$ cat config.mk
export PLATFORM = sky130hd
export DESIGN_NAME = move_ctrl
export DESIGN_NICKNAME = d
export VERILOG_FILES = /design/src/rtl/game_pkg.sv /design/src/rtl/btn_debounce.sv /design/src/rtl/move_ctrl.sv
export SDC_FILE = /design/constraint.sdc
export NUM_CORES = 1
export LEC_CHECK = 0
export CORE_MARGIN = 2
export CORE_UTILIZATION = 60
export DETAILED_ROUTE_END_ITERATION = 6
export GPL_TIMING_DRIVEN = 0
export PLACE_DENSITY_LB_ADDON = 0.05
export SLEW_MARGIN = 20
export SYNTH_ARGS = -nofsm -noshare
export SYNTH_HDL_FRONTEND = slang
export SYNTH_SLANG_ARGS = --single-unit
export TNS_END_PERCENT = 30
$ cat constraint.sdc
create_clock -name clk -period 2.2 [get_ports clk]
set_input_delay 0.44 -clock clk [delete_from_list [all_inputs] [get_ports clk]]
set_output_delay 0.44 -clock clk [all_outputs]
set_load 0.005 [all_outputs]
$ cat src/rtl/game_pkg.sv
// Shared types and move codes for the tile game: controller, engine and VGA renderer.
package game_pkg;

   typedef enum logic [1:0] {
      IDLE    = 2'd0,
      ISSUE   = 2'd1,
      BUSY    = 2'd2,
      RELEASE = 2'd3
   } mc_state_t;

   localparam logic [2:0] MOVE_NONE  = 3'd0;
   localparam logic [2:0] MOVE_LEFT  = 3'd1;
   localparam logic [2:0] MOVE_RIGHT = 3'd2;
   localparam logic [2:0] MOVE_UP    = 3'd3;
   localparam logic [2:0] MOVE_DOWN  = 3'd4;

endpackage

$ cat src/rtl/btn_debounce.sv
// One push-button front end: 2-flop synchroniser, stable-count debouncer and a
// one-cycle press pulse on each debounced 1->0 transition.
module btn_debounce #(
   parameter int DEBOUNCE = 500000
) (
   input  logic clk,
   input  logic rst,
   input  logic btn_n,
   output logic level,
   output logic press
);

   localparam int DW = (DEBOUNCE > 1) ? $clog2(DEBOUNCE) : 1;

   logic          sync1;
   logic          sync2;
   logic [1:0]    fill;
   logic          armed;
   logic [DW-1:0] cnt;

   // A button held through reset debounces low without a press: the pulse is
   // only armed once a genuine released sample has passed the synchroniser.
   always_ff @(posedge clk) begin
      if (!rst) begin
         sync1 <= 1'b1;
         sync2 <= 1'b1;
         fill  <= 2'b00;
         armed <= 1'b0;
         level <= 1'b1;
         press <= 1'b0;
         cnt   <= '0;
      end else begin
         sync1 <= btn_n;
         sync2 <= sync1;
         fill  <= {fill[0], 1'b1};
         press <= 1'b0;
         if (fill[1] && sync2)
            armed <= 1'b1;
         if (sync2 == level) begin
            cnt <= '0;
         end else if (cnt == DW'(DEBOUNCE - 1)) begin
            cnt   <= '0;
            level <= sync2;
            press <= ~sync2 & armed;
         end else begin
            cnt <= cnt + DW'(1);
         end
      end
   end

endmodule

$ cat src/rtl/move_ctrl.sv
// Player-input controller: debounced, prioritised move commands handed to the
// game engine over valid/ready, locked out until the board update completes.
//
// state   | meaning
// IDLE    | waiting for a fresh debounced press
// ISSUE   | offering move_dir with move_valid until move_ready
// BUSY    | command accepted, engine applying it; presses ignored
// RELEASE | waiting for all buttons up, or repeat timer on a held button
module move_ctrl
   import game_pkg::*;
#(
   parameter int N_BTN    = 4,
   parameter int CW       = $clog2(N_BTN + 1),
   parameter int DEBOUNCE = 500000,
   parameter int REPEAT   = 0
) (
   input  logic             clk,
   input  logic             rst,
   input  logic [N_BTN-1:0] btn_n,
   output logic             move_valid,
   output logic [CW-1:0]    move_dir,
   input  logic             move_ready,
   input  logic             upd_done,
   output logic             busy
);

   localparam int RW    = (REPEAT > 1) ? $clog2(REPEAT) : 1;
   localparam int RLOAD = (REPEAT > 0) ? REPEAT - 1 : 0;

   logic [N_BTN-1:0] level;
   logic [N_BTN-1:0] press;

   for (genvar i = 0; i < N_BTN; i++) begin : g_btn
      btn_debounce #(
         .DEBOUNCE(DEBOUNCE)
      ) u_db (
         .clk   (clk),
         .rst   (rst),
         .btn_n (btn_n[i]),
         .level (level[i]),
         .press (press[i])
      );
   end

   mc_state_t     state, state_n;
   logic [CW-1:0] code, code_n;
   logic [RW-1:0] rcnt, rcnt_n;
   logic [CW-1:0] pick;
   logic          held;
   logic          valid_n;
   logic          busy_n;
   logic [CW-1:0] dir_n;

   // Lowest index wins; scanning downwards lets the lowest set bit overwrite.
   always_comb begin
      pick = '0;
      for (int i = N_BTN - 1; i >= 0; i--) begin
         if (press[i])
            pick = CW'(i + 1);
      end
   end

   always_comb begin
      held = 1'b0;
      for (int i = 0; i < N_BTN; i++) begin
         if (code == CW'(i + 1) && !level[i])
            held = 1'b1;
      end
   end

   always_comb begin
      state_n = state;
      code_n  = code;
      rcnt_n  = rcnt;
      case (state)
         IDLE: begin
            if (pick != '0) begin
               code_n  = pick;
               state_n = ISSUE;
            end
         end
         ISSUE: begin
            if (move_ready)
               state_n = BUSY;
         end
         BUSY: begin
            if (upd_done) begin
               state_n = RELEASE;
               rcnt_n  = RW'(RLOAD);
            end
         end
         RELEASE: begin
            if (&level) begin
               state_n = IDLE;
            end else if (REPEAT > 0 && held) begin
               if (rcnt == '0)
                  state_n = ISSUE;
               else
                  rcnt_n = rcnt - RW'(1);
            end
         end
         default: state_n = IDLE;
      endcase
      // Outputs are decoded from the next state so they leave a flop directly.
      valid_n = (state_n == ISSUE);
      busy_n  = (state_n == BUSY);
      dir_n   = valid_n ? code_n : '0;
   end

   always_ff @(posedge clk) begin
      if (!rst) begin
         state      <= IDLE;
         code       <= '0;
         rcnt       <= '0;
         move_valid <= 1'b0;
         move_dir   <= '0;
         busy       <= 1'b0;
      end else begin
         state      <= state_n;
         code       <= code_n;
         rcnt       <= rcnt_n;
         move_valid <= valid_n;
         move_dir   <= dir_n;
         busy       <= busy_n;
      end
   end

endmodule
==> summary.md, run 1 <==
| Metric | Value |
|---|---|
| Final #Nets | about 540 |
| Slowest-stage cell, CP | or4b_2 |
| Via count | approximately 3500 |
| Most common cell after layout, fill and taps aside | dfxtp_1 |
| Final period util | between 90% and 100% |
| Layout Area Growth over Synthesis | 10.8% |
| First-pass GRT wire length | 14800 microns |
| Post-DR wirelength/cell | approximately 13 microns |
| Hold buffers post-CTS | 0 |
| DP HPWL | ~5700 microns |
| GR Overflow Total | 0 |
| CTS max path bufs | 2 |
| Finish-stage setup viols | 0 |
| Wire length on met3 | 327 microns |
| Hold WC Path Type | reg -> reg |
| Startpoint Class | flip-flop |
| Post-synth cell types | 45 |
| Post-Syn Area | about 4500 sq um |
| Power per standard cell area | around 670 nW/um^2 |
| Seq/Total Area, Yosys | a little under half |
| Die height | slightly above 90 microns |
| Minimum clock period | between 2 and 2.5 ns |
| RSZ-0062 raised after global routing | true |
| Die W | just over 90 microns |
| Max-slew violation count | 0 |
| Row cnt | 31 |
| Async S/R FF share, synth | 0% |
| Number of I/O port buffers | 12 |
| Status | completed |
| Ant. Diodes | 0 |
| Worst Path Max Fanout | 9 |
| Layout cells sized above 1 | between 5 and 6% |
| Critical path's top delay family | simple AND/OR/NAND/NOR gates |
| Clock skew | between 0.009 and 0.01 ns |
| Post-Syn Instances | around 500 |
| Post-Route WL | about 8200 microns |
| Antenna violations before repair | 0 |
| DRT met1 WL | approximately 4100 microns |
| Critical-path cell list | ha_1, nand4_1, nor2_1, or4b_2, a21oi_1 |
| Via-per-instance ratio | approximately 5.6 |
| Most frequent cells in the layout | dfxtp_1 (108), nor2_1 (68), xor2_1 (31) |
| Worst skew pair latency | roughly 0.37 ns |
| Total CTS buffers | 9 |
| Avg Inst Size Synth | 9.03 sq um |
| CTS root buf | clkbuf_8 |
| Clock-pin slew on the worst setup and hold paths | ~0.1 ns |
| Worst setup margin | between 0.07 and 0.08 ns |
| Static Leak | around 1.5 nW |
| Post-route DRC | 0 |
| Yosys warning count | 0 |
| CTS tree | done |
| Yosys reg bits | around 110 |
| # placed instances | just over 600 |
| Total core area | 7290 sq um |
| WP data required | between 2 and 3 ns |
| # IOs | 13 |
| DIE AREA | 8280 sq um |
| CP Capture Type | flip-flop |
| Pre-CTS WS | -0.114 ns |
| Vias in the first global route | around 3400 |
| Final Non-Filler Cells | 630 |
| Starting DRT DRC Count | 103 |
| Peak supply drop | around 420 uV |
| Ys flop type | dfxtp_1 |
| Met2 Wirelength | between 3000 and 4000 microns |
| Placer Congestion | approximately 0.85 |
| CP Class | reg -> reg |
| Hold Vio Cnt, Final | 0 |
| Max Cap Viol | 0 |
| Number of synthesized flops with an enable pin | 0 |
| Syn_nets | just over 500 |
| H-tree levels | 3 |
| Largest net degree at the start of global routing | 18 |
| ANT nets after route | 0 |
| Worst EP arrival | 2.43 ns |
| Final Instance Area | approximately 5000 sq um |
| Initial cell density of the core | between 60% and 70% |
| Headroom to the max-slew limit | 70.0% |
| Worst Path Buf+Inv | 0 |
| Clock sink count | approximately 110 |
| Setup TNS | 0 ns |
| Slew @ Worst Pin | ~0.45 ns |
| Pre-antenna DRT Iters | 4 |
| Peak Freq | between 0.4 and 0.5 GHz |
| Placed cell area | 4780 sq um |
| Crit path largest cell delay | slightly below 0.6 ns |
| Global Route Usage Sum | a little over a fifth |
| Uppermost layer routed | met4 |
-- flip-flops by register name, indices dropped and copies added (netlist names) --
signal	cells
move_dir	3
g_btn.u_db.cnt	76
g_btn.u_db.sync1	4
code	3
g_btn.u_db.armed	4
g_btn.u_db.level	4
state	2
move_valid	1
g_btn.u_db.fill	2
g_btn.u_db.press	4
busy	1
g_btn.u_db.sync2	4
-- synthesized netlist by cell type, types with 9 or more instances --
library cell,count,area (sq um)
a21oi_1,23,115
and2_1,9,56.3
and4_1,9,78.8
clkbuf_1,9,33.8
dfxtp_1,108,2160
inv_1,14,52.6
nand2_1,29,109
nand2b_1,9,56.3
nand3_1,29,145
nand4_1,24,150
nor2_1,68,255
nor3_1,16,80.1
o21ai_0,16,80.1
or3_1,13,81.3
xnor2_1,23,201
xor2_1,31,272
-- through the flow --
step / total power [W] / hold WS [ns] / utilization, %
3_5_place_dp: 0.00208 / 0.395 / 65.6
3_3_place_gp: 0.00208 / 0.393 / 65.6
4_1_cts: 0.00341 / 0.420 / 68.8
6_report: 0.00338 / 0.414 / 69.0
2_1_floorplan: 0.00206 / 0.386 / -
5_1_grt: 0.00349 / 0.431 / 69.0
-- report_power, final --
| part | internal, W | switching, W |
|---|---|---|
| registers | 0.00197 | 0.0000103 |
| clock network | 0.000679 | 0.000658 |
| logic | 0.0000288 | 0.0000301 |
-- cells by family (layout without fill, tap and decap cells) --
family                     Yosys count  in the layout  synth area share, %
and+or+nand+nor                    249            249                 29.7
DFF                                108            108                 47.6
AOI/OAI and AO/OA                   61             61                 8.57
xor gates and xnor gates            54             54                 10.4
buffers and inverters               27             55                 2.62
adders and majority gates            4              4                 1.10
-- routing by layer --
metal / vias to the layer above / GRT usage [%]
met5: - / 0
met4: 0 / 6.44
met3: 11 / 5.98
met2: 56 / 35.7
met1: 1643 / 27.8
li1: 1825 / -
-- final timing paths --
kind                                           end  slack [ns]  cells past startpoint                       startpoint
setup / recovery  g_btn[1].u_db.cnt[18]$_SDFF_PP0_        0.08                      5  g_btn[1].u_db.cnt[0]$_SDFF_PP0_
hold / removal      g_btn[1].u_db.sync2$_SDFF_PN1_        0.41                      1   g_btn[1].u_db.sync1$_SDFF_PN1_
setup reg to reg  g_btn[1].u_db.cnt[18]$_SDFF_PP0_        0.08                      5  g_btn[1].u_db.cnt[0]$_SDFF_PP0_
hold reg to reg     g_btn[1].u_db.sync2$_SDFF_PN1_        0.41                      1   g_btn[1].u_db.sync1$_SDFF_PN1_
-- final cells by class --
type / instances / area (sq um)
plain buffers: 12 / 62.6
clock buffers: 11 / 141
clock inverters: 5 / 82.6
fillers: 624 / 2260
inverters: 14 / 52.6
multi-input cells: 368 / 2280
flip-flops and latches: 108 / 2160
well taps: 99 / 124
repair buffers: 13 / 128
-- worst reg2reg max path, cell delays in order (launching register included) --
cell and delay (ns):
dfxtp_1 0.39, ha_1 0.24, nand4_1 0.40, nor2_1 0.28, or4b_2 0.59, a21oi_1 0.15
-- repair_timing --
action,4_1_cts,5_1_grt
setup buffers,0,1
resized for setup,2,1
pin swaps,0,1
endpoints found under the setup margin,17,18
(Power assumes the default switching activity.)
==> inputs of run 2 (changes only) <==
--- a/config.mk
+++ b/config.mk
@@ -6,7 +6,7 @@
 export NUM_CORES = 1
 export LEC_CHECK = 0
 export CORE_MARGIN = 2
-export CORE_UTILIZATION = 60
+export CORE_UTILIZATION = 61
 export DETAILED_ROUTE_END_ITERATION = 6
 export GPL_TIMING_DRIVEN = 0
 export PLACE_DENSITY_LB_ADDON = 0.05
==> constraint.sdc (replaced) <==
create_clock -name clk -period 2.2 [get_ports clk]
set_input_delay 0.22 -clock clk [delete_from_list [all_inputs] [get_ports clk]]
set_output_delay 0.22 -clock clk [all_outputs]
set_load 0.005 [all_outputs]
==> summary.md, run 2 (synthesized netlist as in run 1, its figures left out) <==
| Metric | Value |
|---|---|
| Post-Route WL | 8030 microns (-2.3%) |
| Ant. Diodes | 0 (unchanged) |
| Fill count | 587 (-5.9%) |
| Worst Path Max Fanout | 7 (-2) |
| Worst skew pair latency | 0.36 ns (about the same) |
| Worst-case reg-to-reg path depth | 7 (+2) |
| Hold Crit Endpoint | g_btn[3].u_db.sync1$_SDFF_PN1_ |
| Layout cells sized above 1 | 6.59% (+0.75 points) |
| Final period util | 93.9% (-2.5 points) |
| Most common cell after layout, fill and taps aside | dfxtp_1 |
| Reg with most FFs | g_btn.u_db.cnt |
| DIE AREA | 8150 sq um (-1.6%) |
| Layout Area Growth over Synthesis | 9.78% |
| # placed instances | 614 (unchanged) |
| Peak Freq | 0.484 GHz (+2.7%) |
| Initial cell density of the core | 62.9% (+0.67 points) |
| Crit Reg-Reg Startpoint | g_btn[3].u_db.cnt[0]$_SDFF_PP0_ |
| Finish-stage setup viols | 0 (unchanged) |
| Global Route Usage Sum | 21.0% (-0.58 points) |
| GR Overflow Total | 0 (unchanged) |
| Hold buffers post-CTS | 0 (unchanged) |
| Headroom to the max-slew limit | 66.2% (-3.8 points) |
| CTS tree | done |
| Power per standard cell area | 627 nW/um^2 (-6.6%) |
| Die W | 90.3 microns (-0.79%) |
| RSZ-0062 raised after global routing | false |
| Via count | 3528 (-0.20%) |
| Die height | 90.3 microns (-0.79%) |
| Minimum clock period | 2.07 ns (-0.0560 ns) |
| CTS max path bufs | 2 (unchanged) |
| Clock sink count | 108 (unchanged) |
| Row cnt | 31 (unchanged) |
| Hold WC Path Type | in -> reg |
| Hold depth | 2 (+1) |
| CTS root buf | clkbuf_8 |
| Crit path launch | g_btn[3].u_db.cnt[0]$_SDFF_PP0_ |
| H-tree levels | 3 (unchanged) |
| Post-route DRC | 0 (unchanged) |
| Largest net degree at the start of global routing | 18 (unchanged) |
| Reg2reg end | g_btn[3].u_db.cnt[18]$_SDFF_PP0_ |
| # IOs | 13 (unchanged) |
| Final #Nets | 539 (+0.19%) |
| WP data required | 2.50 ns (about the same) |
| Status | completed |
| Post-DR wirelength/cell | 12.7 microns (-2.3%) |
| Final hold slack | 0.412 ns (-0.00233 ns) |
| Vias in the first global route | 3332 (-2.1%) |
| Worst EP arrival | 2.36 ns (-0.07 ns) |
| Critical-path cell list | ha_1, and4_1, clkbuf_1, nand4_1, buf_4, or3_1, a21oi_1 |
| Clock-pin slew on the worst setup and hold paths | 0.10 ns (about the same) |
| Total CTS buffers | 9 (unchanged) |
| Pre-antenna DRT Iters | 5 (+1) |
| R2R Setup Slk | 0.13 ns (+0.06 ns) |
| Peak supply drop | 455 uV (+7.1%) |
| DP HPWL | 5800 microns (+1.3%) |
| Number of I/O port buffers | 12 (unchanged) |
| Starting DRT DRC Count | 129 (+25%) |
| Most frequent cells in the layout | dfxtp_1 (106), nor2_1 (67), xor2_1 (31) |
| Placer Congestion | 0.826 (-2.8%) |
| Total core area | 7210 sq um (-1.1%) |
| CP Class | reg -> reg |
| Via-per-instance ratio | 5.60 (-0.20%) |
| First-pass GRT wire length | 14400 microns (-2.6%) |
| Crit path largest cell delay | 0.38 ns (-0.21 ns) |
| ANT nets after route | 0 (unchanged) |
| Hold Vio Cnt, Final | 0 (unchanged) |
| Max-slew violation count | 0 (unchanged) |
| Startpoint Class | flip-flop |
| Antenna violations before repair | 0 (unchanged) |
| Slowest-stage cell, CP | dfxtp_1 |
| Max Cap Viol | 0 (unchanged) |
| Static Leak | 1.51 nW (-1.6%) |
| Largest register FFs | 76 (unchanged) |
| CP Capture Type | flip-flop |
| Clock skew | 0.00913 ns (-0.000643 ns) |
| Slew @ Worst Pin | 0.505 ns (+0.0569 ns) |
| Final Non-Filler Cells | 630 (unchanged) |
| Hold_sp | btn_n[3] |
## run 2: cell types whose count changed in the layout (fill, tap and decap cells not counted), sizes merged
cell | before | now
bufinv | 2 | 0
clkinv | 1 | 3
## run 2: what timing repair did
| action | in CTS | in global routing |
|---|---|---|
| resized for setup | 1 | 5 |
| setup buffers | 0 | 1 |
| setup endpoints to repair | 10 | 21 |
| pin swaps | 0 | 2 |
## run 2: layout make-up
type / count / area (sq um) / area share, %
Inverter: 14 / 52.6 / 1.05
Tap cell: 99 / 124 / 2.48
Clock inverter: 5 / 36.3 / 0.728
Buffer: 13 / 66.3 / 1.33
Sequential cell: 108 / 2160 / 43.4
Multi-Input combinational cell: 368 / 2280 / 45.7
Timing Repair Buffer: 13 / 128 / 2.56
Clock buffer: 10 / 138 / 2.76
## run 2: metal layers
layer,GRT usage (%),part of all wire [%]
met2,35.2,47
met3,5.59,3.5
met5,0,0
met4,5.13,0.93
met1,27.3,49
## run 2: where the power goes
part	switching, W	internal (W)	total (W)
sequential	0.00000982	0.00197	0.00198
clock	0.000643	0.000443	0.00109
combinational	0.0000298	0.0000283	0.0000582
total	0.000683	0.00244	0.00312
## run 2: through the flow
stage               area (sq um)  worst slack, ns  total power [W]  setup TNS [ns]  util (%)
global route                4980           0.0103          0.00324               0      69.1
floorplan                   4540            0.314          0.00206               0         -
CTS                         4970           0.0157          0.00316               0      68.8
global placement            4780           0.0441          0.00208               0      66.3
finish                      4980            0.135          0.00312               0      69.1
detailed placement          4780          -0.0210          0.00208          -0.142      66.3
## run 2: worst max path at each step
stage               slack, ns  cells after the start                          endpoint
floorplan                0.31                      5  g_btn[1].u_db.cnt[18]$_SDFF_PP0_
detailed placement      -0.02                      7  g_btn[3].u_db.cnt[14]$_SDFF_PP0_
global placement         0.04                      7   g_btn[3].u_db.cnt[7]$_SDFF_PP0_
finish                   0.13                      7  g_btn[3].u_db.cnt[18]$_SDFF_PP0_
global route             0.01                      5  g_btn[1].u_db.cnt[18]$_SDFF_PP0_
CTS                      0.02                      7  g_btn[3].u_db.cnt[10]$_SDFF_PP0_
## run 2: worst max-delay path: cells and delay by family, from the launching register on
kind | cells | cell delay (ns)
AND/OR/NAND/NOR | 3 | 0.78
flip-flops | 1 | 0.38
adder cells (fa/ha/maj) | 1 | 0.21
AO/OA/AOI/OAI | 1 | 0.14
buffers and inverters | 2 | 0.48
